`src/rtl/pll_div_pkg.sv`:
```
// Shared types and constant helpers for the PLL output post-divider.
package pll_div_pkg;

    typedef enum logic [2:0] {
        StIdle,
        StQualify,
        StSync,
        StRun,
        StDrain
    } pll_state_e;

    function automatic bit params_ok(input int unsigned num_out, input int unsigned div_width,
                                     input int unsigned default_div,
                                     input int unsigned lock_delay);
        return (num_out >= 1) && (num_out <= 16) && (div_width >= 2) && (div_width <= 31) &&
               (default_div >= 2) && (default_div < (32'd1 << div_width)) &&
               (lock_delay >= 1);
    endfunction

    function automatic bit cfg_legal(input int unsigned div, input int unsigned phase);
        return (div >= 2) && (phase < div);
    endfunction

    // Odd ratios get the extra cycle in the high half.
    function automatic int unsigned high_len(input int unsigned div);
        return (div + 1) / 2;
    endfunction

endpackage

```
`src/rtl/pll_div_channel.sv`:
```
// One post-divider channel: wrap counter, live and staged ratio/phase, glitch-free drain.
module pll_div_channel
    import pll_div_pkg::*;
#(
    parameter int unsigned DIV_WIDTH   = 7,
    parameter int unsigned DEFAULT_DIV = 2
) (
    input  logic                 clk,
    input  logic                 rst,
    input  logic                 sync_load,
    input  logic                 run,
    input  logic                 drain,
    input  logic                 idle,
    input  logic                 cfg_we_direct,
    input  logic                 cfg_we_stage,
    input  logic [DIV_WIDTH-1:0] cfg_div,
    input  logic [DIV_WIDTH-1:0] cfg_phase,
    output logic                 clk_out,
    output logic                 frozen,
    output logic                 pending,
    output logic                 applied
);

    logic [DIV_WIDTH-1:0] cnt_q, div_q, phase_q, pend_div_q, pend_phase_q;
    logic                 pend_q, frozen_q, clk_out_q;
    logic                 wrap, hi, counting, apply_now;

    always_comb begin
        wrap      = (cnt_q == div_q - DIV_WIDTH'(1));
        hi        = 32'(cnt_q) < high_len(32'(div_q));
        counting  = run | (drain & ~frozen_q);
        apply_now = pend_q & ((counting & wrap) | idle);
    end

    always_ff @(posedge clk or posedge rst) begin
        if (rst) begin
            cnt_q        <= '0;
            div_q        <= DIV_WIDTH'(DEFAULT_DIV);
            phase_q      <= '0;
            pend_q       <= 1'b0;
            pend_div_q   <= DIV_WIDTH'(DEFAULT_DIV);
            pend_phase_q <= '0;
            frozen_q     <= 1'b0;
            clk_out_q    <= 1'b0;
        end else begin
            if (cfg_we_direct) begin
                div_q   <= cfg_div;
                phase_q <= cfg_phase;
            end
            if (cfg_we_stage) begin
                pend_q       <= 1'b1;
                pend_div_q   <= cfg_div;
                pend_phase_q <= cfg_phase;
            end
            // Staged ratio takes over at the wrap, so the counter restarts from 0 with it.
            if (apply_now) begin
                div_q   <= pend_div_q;
                phase_q <= pend_phase_q;
                pend_q  <= 1'b0;
            end
            if (sync_load) begin
                cnt_q     <= (phase_q == '0) ? '0 : div_q - phase_q;
                clk_out_q <= 1'b0;
                frozen_q  <= 1'b0;
            end else if (counting) begin
                cnt_q <= wrap ? '0 : cnt_q + DIV_WIDTH'(1);
                // Freeze once low, never cutting a high phase or starting a new one.
                if (drain && (!clk_out_q || !hi)) begin
                    frozen_q  <= 1'b1;
                    clk_out_q <= 1'b0;
                end else begin
                    clk_out_q <= hi;
                end
            end else begin
                clk_out_q <= 1'b0;
            end
        end
    end

    assign clk_out = clk_out_q;
    assign frozen  = frozen_q;
    assign pending = pend_q;
    assign applied = apply_now;

endmodule

```
`src/rtl/pll_clk_out_divider.sv`:
```
// Multi-channel PLL post-divider: lock qualification, aligned start, staged reconfiguration.
module pll_clk_out_divider
    import pll_div_pkg::*;
#(
    parameter int unsigned NUM_OUT     = 4,
    parameter int unsigned DIV_WIDTH   = 7,
    parameter int unsigned DEFAULT_DIV = 2,
    parameter int unsigned LOCK_DELAY  = 5,
    localparam int unsigned CHAN_W     = (NUM_OUT > 1) ? $clog2(NUM_OUT) : 1
) (
    input  logic                 clk,
    input  logic                 rst,
    input  logic                 pll_lock_in,
    input  logic                 cfg_valid,
    output logic                 cfg_ready,
    input  logic [CHAN_W-1:0]    cfg_chan,
    input  logic [DIV_WIDTH-1:0] cfg_div,
    input  logic [DIV_WIDTH-1:0] cfg_phase,
    output logic                 cfg_err,
    output logic [NUM_OUT-1:0]   clk_out,
    output logic                 lock_out,
    output logic                 aligned
);

    localparam int unsigned QW = $clog2(LOCK_DELAY + 1);

    if (!params_ok(NUM_OUT, DIV_WIDTH, DEFAULT_DIV, LOCK_DELAY)) begin : gen_param_check
        $error("pll_clk_out_divider: illegal parameter set");
    end

    pll_state_e         state_q;
    logic [QW-1:0]      qcnt_q;
    logic               lock_out_q, aligned_q, cfg_err_q;
    logic               accept, cfg_ok;
    logic [NUM_OUT-1:0] ch_we_direct, ch_we_stage, ch_frozen, ch_pending, ch_applied;

    always_comb begin
        cfg_ready    = (state_q != StSync) && (state_q != StDrain) && !(|ch_pending);
        accept       = cfg_valid & cfg_ready;
        cfg_ok       = (32'(cfg_chan) < NUM_OUT) && cfg_legal(32'(cfg_div), 32'(cfg_phase));
        ch_we_direct = '0;
        ch_we_stage  = '0;
        for (int i = 0; i < NUM_OUT; i++) begin
            if (accept && cfg_ok && (cfg_chan == CHAN_W'(i))) begin
                ch_we_direct[i] = (state_q == StIdle) || (state_q == StQualify);
                ch_we_stage[i]  = (state_q == StRun);
            end
        end
    end

    for (genvar g = 0; g < NUM_OUT; g++) begin : gen_chan
        pll_div_channel #(
            .DIV_WIDTH  (DIV_WIDTH),
            .DEFAULT_DIV(DEFAULT_DIV)
        ) u_chan (
            .clk          (clk),
            .rst          (rst),
            .sync_load    (state_q == StSync),
            .run          (state_q == StRun),
            .drain        (state_q == StDrain),
            .idle         (state_q == StIdle),
            .cfg_we_direct(ch_we_direct[g]),
            .cfg_we_stage (ch_we_stage[g]),
            .cfg_div      (cfg_div),
            .cfg_phase    (cfg_phase),
            .clk_out      (clk_out[g]),
            .frozen       (ch_frozen[g]),
            .pending      (ch_pending[g]),
            .applied      (ch_applied[g])
        );
    end

    always_ff @(posedge clk or posedge rst) begin
        if (rst) begin
            state_q    <= StIdle;
            qcnt_q     <= '0;
            lock_out_q <= 1'b0;
            aligned_q  <= 1'b0;
            cfg_err_q  <= 1'b0;
        end else begin
            cfg_err_q <= accept & ~cfg_ok;
            case (state_q)
                StIdle: begin
                    if (pll_lock_in) begin
                        state_q <= StQualify;
                        qcnt_q  <= QW'(1);
                    end
                end
                StQualify: begin
                    if (!pll_lock_in) begin
                        state_q <= StIdle;
                    end else if (qcnt_q == QW'(LOCK_DELAY)) begin
                        state_q <= StSync;
                    end else begin
                        qcnt_q <= qcnt_q + QW'(1);
                    end
                end
                StSync: begin
                    state_q    <= StRun;
                    lock_out_q <= 1'b1;
                    aligned_q  <= 1'b1;
                end
                StRun: begin
                    if (!pll_lock_in) begin
                        state_q    <= StDrain;
                        lock_out_q <= 1'b0;
                        aligned_q  <= 1'b0;
                    end else if (|ch_applied) begin
                        aligned_q <= 1'b0;
                    end
                end
                StDrain: begin
                    // Lock is deliberately ignored here; a fresh qualification starts from idle.
                    if (&ch_frozen) begin
                        state_q <= StIdle;
                    end
                end
                default: state_q <= StIdle;
            endcase
        end
    end

    assign lock_out = lock_out_q;
    assign aligned  = aligned_q;
    assign cfg_err  = cfg_err_q;

endmodule
```
`config.mk`:
```
export PLATFORM = sky130hd
export DESIGN_NAME = pll_clk_out_divider
export DESIGN_NICKNAME = d
export VERILOG_FILES = /design/src/rtl/pll_div_pkg.sv /design/src/rtl/pll_div_channel.sv /design/src/rtl/pll_clk_out_divider.sv
export SDC_FILE = /design/constraint.sdc
export NUM_CORES = 1
export LEC_CHECK = 0
export CORE_ASPECT_RATIO = 2
export CORE_MARGIN = 2
export CORE_UTILIZATION = 30
export CTS_CLUSTER_DIAMETER = 100
export CTS_CLUSTER_SIZE = 40
export DETAILED_ROUTE_END_ITERATION = 10
export SKIP_CTS_REPAIR_TIMING = 1
export SLEW_MARGIN = 20
export SYNTH_ARGS = -nofsm -noshare
export SYNTH_HDL_FRONTEND = slang
export SYNTH_SLANG_ARGS = --single-unit
```
`constraint.sdc`:
```
create_clock -name clk -period 6 [get_ports clk]
set_input_delay 1.2 -clock clk [delete_from_list [all_inputs] [get_ports clk]]
set_output_delay 1.2 -clock clk [all_outputs]
set_load 0.01 [all_outputs]
```
# Word level (Yosys, flattened, before mapping)
# Index checks and enable logic that the tools add are counted.
classes:
  addsub: 17
  n_lt_le_gt_ge: 6
  eq_ne: 21
  muxes: 86
  bitwise_logic: 27
  reduce_logical: 61
ops:
  columns: ["op", "count"]
  rows:
  - ["7-bit two-way mux", 32]
  - ["7-bit by 31-bit less-than comparator with 1-bit output", 4]
  - ["1-bit two-way mux", 43]
  - ["2-bit nonzero test", 18]
  - ["7-bit by 1-bit adder with 8-bit output (second input constant)", 4]
  - ["7-bit by 1-bit adder with 7-bit output (second input constant)", 4]
  - ["7-bit == test", 4]
  - ["7-bit zero test", 4]
  - ["7-bit by 1-bit subtractor with 7-bit output (second input constant)", 4]
  - ["7-bit subtractor", 4]
  - ["3-bit two-way mux", 7]
  - ["3-bit one-hot mux with 5 select lines", 1]
  - ["1-bit bitwise AND", 14]
  - ["1-bit logical AND", 12]
  - ["2-bit AND reduction", 6]
  - ["4-bit AND reduction", 3]
  - ["2-bit inequality test (second input constant)", 5]
  - ["1-bit zero test", 9]
  - ["1-bit OR", 8]
  - ["4-bit OR reduction", 2]
  - ["7-bit by 2-bit >= comparator with 1-bit output (second input constant)", 1]
  - ["7-bit less-than comparator", 1]
  - ["3-bit by 2-bit == test with 1-bit output (second input constant)", 2]
  - ["3-bit == test (second input constant)", 2]
  - ["12 further kinds", 24]
totals:
  regBits: 161
  output_inout_bits: 8

# Logic depth before layout (Yosys ltp)
logic_depth:
  ltp_word: 10
  mapped_depth: 12

# Hierarchy
# From an unflattened synthesis, not the netlist that was laid out.
hier_totals:
  cells_unflattened: 1071
  hier_area_um2: 10905.5
by_module_without_submodules:
  columns: ["module", "instances", "cells_each", "area_each_um2", "seq_area_each_um2"]
  rows:
  - ["pll_div_channel", 4, 245, 2532.4, 953.4]
  - ["pll_clk_out_divider", 1, 91, 775.7, 225.2]

# Worst setup path after synthesis
# OpenSTA, ideal clock, no wires.
synth_timing:
  path_kind: "input port to flip-flop"
  from: "input port cfg_div[2]"
  to: "register gen_chan[1].u_chan.phase_q[2]"
  arrival_ps: 3692
  slack_ps: 2183
  cell_stages: 12
  cell_sequence: "clkbuf_1 > inv_1 > ha_1 > a21o_1 > a31oi_1 > o221ai_1 > nor3_2 > and4b_1 > buf_2 > buf_4 > mux2_2 > mux2_2"
synth_between:
  elab_chain_len: 6
synth_lines:
  columns: ["element", "line", "rtl"]
  rows:
  - ["from (decl)", "pll_clk_out_divider.sv:17", "input logic [DIV_WIDTH-1:0] cfg_div,"]
  - ["7-bit by 2-bit >= comparator with 1-bit output or 7-bit less-than comparator (tied branches)", "pll_div_pkg.sv:21", "return (div >= 2) && (phase < div);"]
  - ["1-bit logical AND *", "pll_div_pkg.sv:21", null]
  - ["1-bit logical AND * (2 in a row)", "pll_clk_out_divider.sv:44", "if (accept && cfg_ok && (cfg_chan == CHAN_W'(i))) begin"]
  - ["1-bit two-way mux *", "pll_clk_out_divider.sv:44", null]
  - ["2-bit nonzero test (no line) *", null, null]
  - ["to (signal assigned)", "pll_div_channel.sv:48", "phase_q <= cfg_phase;"]
  - ["to (signal assigned)", "pll_div_channel.sv:58", "phase_q <= pend_phase_q;"]
  - ["to (decl)", "pll_div_channel.sv:24", "logic [DIV_WIDTH-1:0] cnt_q, div_q, phase_q, pend_div_q, pend_phase_q;"]
# Mark *: on every way between the ends. The rest lies on a longest branch, timed or not.
# A chain may end at the register's enable or synchronous reset.

# Final worst setup path
layout_timing:
  from: "input port cfg_div[2]"
  to: "register gen_chan[1].u_chan.div_q[6]"
layout_between:
  elab_chain_len: 6
layout_lines:
  columns: ["element", "line", "rtl"]
  rows:
  - ["7-bit by 2-bit >= comparator with 1-bit output or 7-bit less-than comparator (tied branches)", "pll_div_pkg.sv:21", null]
  - ["1-bit logical AND *", "pll_div_pkg.sv:21", null]
  - ["1-bit logical AND * (2 in a row)", "pll_clk_out_divider.sv:44", null]
  - ["1-bit two-way mux *", "pll_clk_out_divider.sv:44", null]
  - ["2-bit nonzero test (no line) *", null, null]
  - ["to (signal assigned)", "pll_div_channel.sv:38", "div_q <= DIV_WIDTH'(DEFAULT_DIV);"]
  - ["to (signal assigned)", "pll_div_channel.sv:47", "div_q <= cfg_div;"]
  - ["to (signal assigned)", "pll_div_channel.sv:57", "div_q <= pend_div_q;"]
  - ["to (decl)", "pll_div_channel.sv:24", null]
# Marks and branches as above.

==> run metrics <==
post-route cell area=11800 um2; cell family with the largest share of critical-path delay=simple AND/OR/NAND/NOR gates; clock root buffer=clkbuf_16; drt initial violations=386; Net Sw Frac=41.5%; die outline width=136 um; DRC violation count after routing=0; Rows=96; crit path cell chain=clkdlybuf4s50_1 > buf_4 > inv_1 > ha_1 > a21o_1 > a31oi_1 > o221ai_1 > nor3_2 > and4b_1 > mux2_2 > mux2_2; Crit path largest cell delay=roughly 0.73 ns; worst min path class=flip-flop to flip-flop; yosys warns=0; Clock transition at path regs=0.07 ns; Power Dens Cells=between 500 and 600 nW/um2; Sink Count=161; Final Core Density=roughly 35%; hpwl dp=20500 um; share of layout cells above drive strength 1=16.6%; number of synthesized flops with an enable pin=0; CP Class=input port to flip-flop; Post-layout nets=1141; PnR worst setup slack=~1.8 ns; NetSw=2.70 mW; status=complete, no violations; minimum clock period=approximately 4.2 ns; internal power=between 3 and 4 mW; total gr overflow=0; CP arrival=around 4.6 ns; RSZ-0062 raised after global routing=no; final setup fails=0; Antenna Cells=0; I/O Pins=28; final WL=27300 um; CTS tree=done; drt first pass iters=7; Worst Path Required=6.34 ns; Synth Instances=1041; sequential area share after synthesis=38.8%; Final Hold Vio Count=0; Yosys top cell by area=dfrtp_1; Initial Util=30.4%; Power Total=6.52 mW; Lkg Pwr=5.23 nW; CP endpoint kind=flip-flop; Final Wtd Congestion=0.835; FF+latch count, synth=161; IO Port Bufs=27; vias in the first global route=8161; combinational fraction of design power=47.7%; hold slack=0.477 ns; critical path's slowest cell=and4b_1; DP Area=~11000 um2; syn_nets=1133; placed insts=1471; most common cell in the netlist=dfrtp_1; Die Y=around 270 um; Syn Area/Cell=around 10 um2; GRT Total Usage=between 10% and 20%; Startpoint Class=input port; Async S/R FF share, synth=100%; Synth top area share=36.8%; Clock Power Share=18.9%; max frequency=236 MHz; critical path's most frequent cell=mux2_2; Fin Setup TNS=0 ns; Pins Over Slew Limit=0; CP max FO=14; Final Non-Filler Cells=1502; worst-margin pin slew=~0.95 ns; Sequential Power Share=33.4%; period utilization=a little over two thirds; initial antenna violation count=0; Layout area overhead=13.5%; synth cell count leaders=dfrtp_1, mux2_2, o21ai_0; top cells by area, synth=dfrtp_1, mux2_2, ha_1; headroom to the max-slew limit=36.6%; routed len/inst=18.2 um; worst-case vdd ir drop=0.240 mV; Worst Path Buf+Inv=3; synthesized cell area=~10000 um2; dpl ws=~1.3 ns; ys flop type=dfrtp_1; Core Area=34200 um2; # H-tree levels=4; Netlist cell types=slightly below 70; largest net degree at the start of global routing=100; CTS Buffer Depth=2; die area=36300 um2; cts bufs inserted=17; first-pass GRT wire length=about 44000 um; Worst Skew=0.0131 ns; Max Cap Viol=0; via/cell ratio=slightly above 5; Clk Latency, worst-skew pair=0.46 ns; post-route ant nets=0; vias=7794
-- worst reg2reg max path, stage by stage (launching register included) --
cell     delay (ns)
dfstp_2        0.58
inv_1          0.15
ha_1           0.27
nor2b_1        0.15
or3_1          0.35
a31oi_1        0.16
nor4b_2        0.64
nand3_1        0.46
nand2_1        0.50
mux2_2         0.39
-- cells in the final DEF, fill, tap and decap left out, drive strengths merged, types with 6 or more instances in the layout --
| cell type | synthesis | routed |
|---|---|---|
| o31ai | 12 | 12 |
| o21ai | 80 | 80 |
| xor2 | 36 | 36 |
| dfstp | 8 | 8 |
| buf | 23 | 22 |
| nor2 | 45 | 45 |
| ha | 68 | 68 |
| nand2 | 69 | 69 |
| inv | 62 | 65 |
| nor2b | 15 | 15 |
| dfrtp | 153 | 153 |
| a21oi | 27 | 27 |
| o21a | 9 | 9 |
| nor3 | 21 | 21 |
| or4 | 8 | 8 |
| mux2 | 97 | 97 |
| nand2b | 16 | 16 |
| xnor2 | 38 | 38 |
| clkdlybuf4s50 | 0 | 27 |
| nand3 | 37 | 37 |
| mux2i | 36 | 36 |
| a21o | 15 | 15 |
| a31oi | 19 | 19 |
| o22ai | 7 | 7 |
| and3 | 9 | 9 |
| a22o | 6 | 6 |
| clkbuf | 37 | 17 |
-- power groups by stage --
stage / Sequential [mW] / Combinational [mW] / Clock [mW]
4_1_cts: 2.17 / 3.12 / 1.25
5_1_grt: 2.25 / 3.50 / 1.30
3_3_place_gp: 2.18 / 3.01 / 0
6_report: 2.18 / 3.11 / 1.23
3_5_place_dp: 2.19 / 3.11 / 0
2_1_floorplan: 1.84 / 2.62 / 0
-- final cells by class --
type / count / area, um2
inverter: 62 / 238
tap: 441 / 552
timing repair buffer: 49 / 448
multi-input combinational: 758 / 5890
clock inverter: 14 / 230
fill: 3430 / 22400
sequential: 161 / 4040
clock buffer: 17 / 425
-- cells by family (layout without fill, tap and decap cells) --
logic type / count (synthesis) / in the layout / share of synthesized area (%)
compound gates: 222 / 222 / 13.9
flops: 161 / 161 / 38.8
buf+inv: 122 / 142 / 4.88
fa+ha+maj: 72 / 72 / 8.94
xor+xnor: 75 / 75 / 6.44
mux: 133 / 133 / 14.2
simple gates: 256 / 256 / 12.8
-- path summary, 6_finish.rpt --
kind                       slack (ns)  cells after the start                       endpoint                                from
setup / recovery                 1.77                     11    gen_chan[1].u_chan.div_q[6]                          cfg_div[2]
hold / removal                   0.48                      2  gen_chan[2].u_chan.phase_q[2]  gen_chan[2].u_chan.pend_phase_q[2]
min in group asynchronous        1.18                      2    gen_chan[1].u_chan.div_q[5]                                 rst
max in group asynchronous        3.81                      3  gen_chan[3].u_chan.phase_q[5]                                 rst
hold reg to reg                  0.48                      2  gen_chan[2].u_chan.phase_q[2]  gen_chan[2].u_chan.pend_phase_q[2]
setup reg to reg                 2.24                      9    gen_chan[0].u_chan.div_q[0]         gen_chan[0].u_chan.div_q[1]
-- routing by layer --
metal	wire length [um]	vias to the layer above	track usage, %	share of wire (%)
li1	-	3740	-	-
met1	10100	3864	16.0	37
met2	15100	137	30.2	55
met3	731	53	2.52	2.7
met4	1310	0	9.12	4.8
met5	0	-	0	0
-- sequential cells by signal (all words and copies together) (netlist names) --
name / flops
gen_chan.u_chan.cnt_q: 28
gen_chan.u_chan.div_q: 28
gen_chan.u_chan.pend_div_q: 28
gen_chan.u_chan.pend_phase_q: 28
gen_chan.u_chan.phase_q: 28
gen_chan.u_chan.clk_out: 4
gen_chan.u_chan.frozen: 4
gen_chan.u_chan.pending: 4
qcnt_q: 3
state_q: 3
aligned: 1
cfg_err: 1
lock_out: 1
Note: power is estimated with default switching activity, not from simulation.
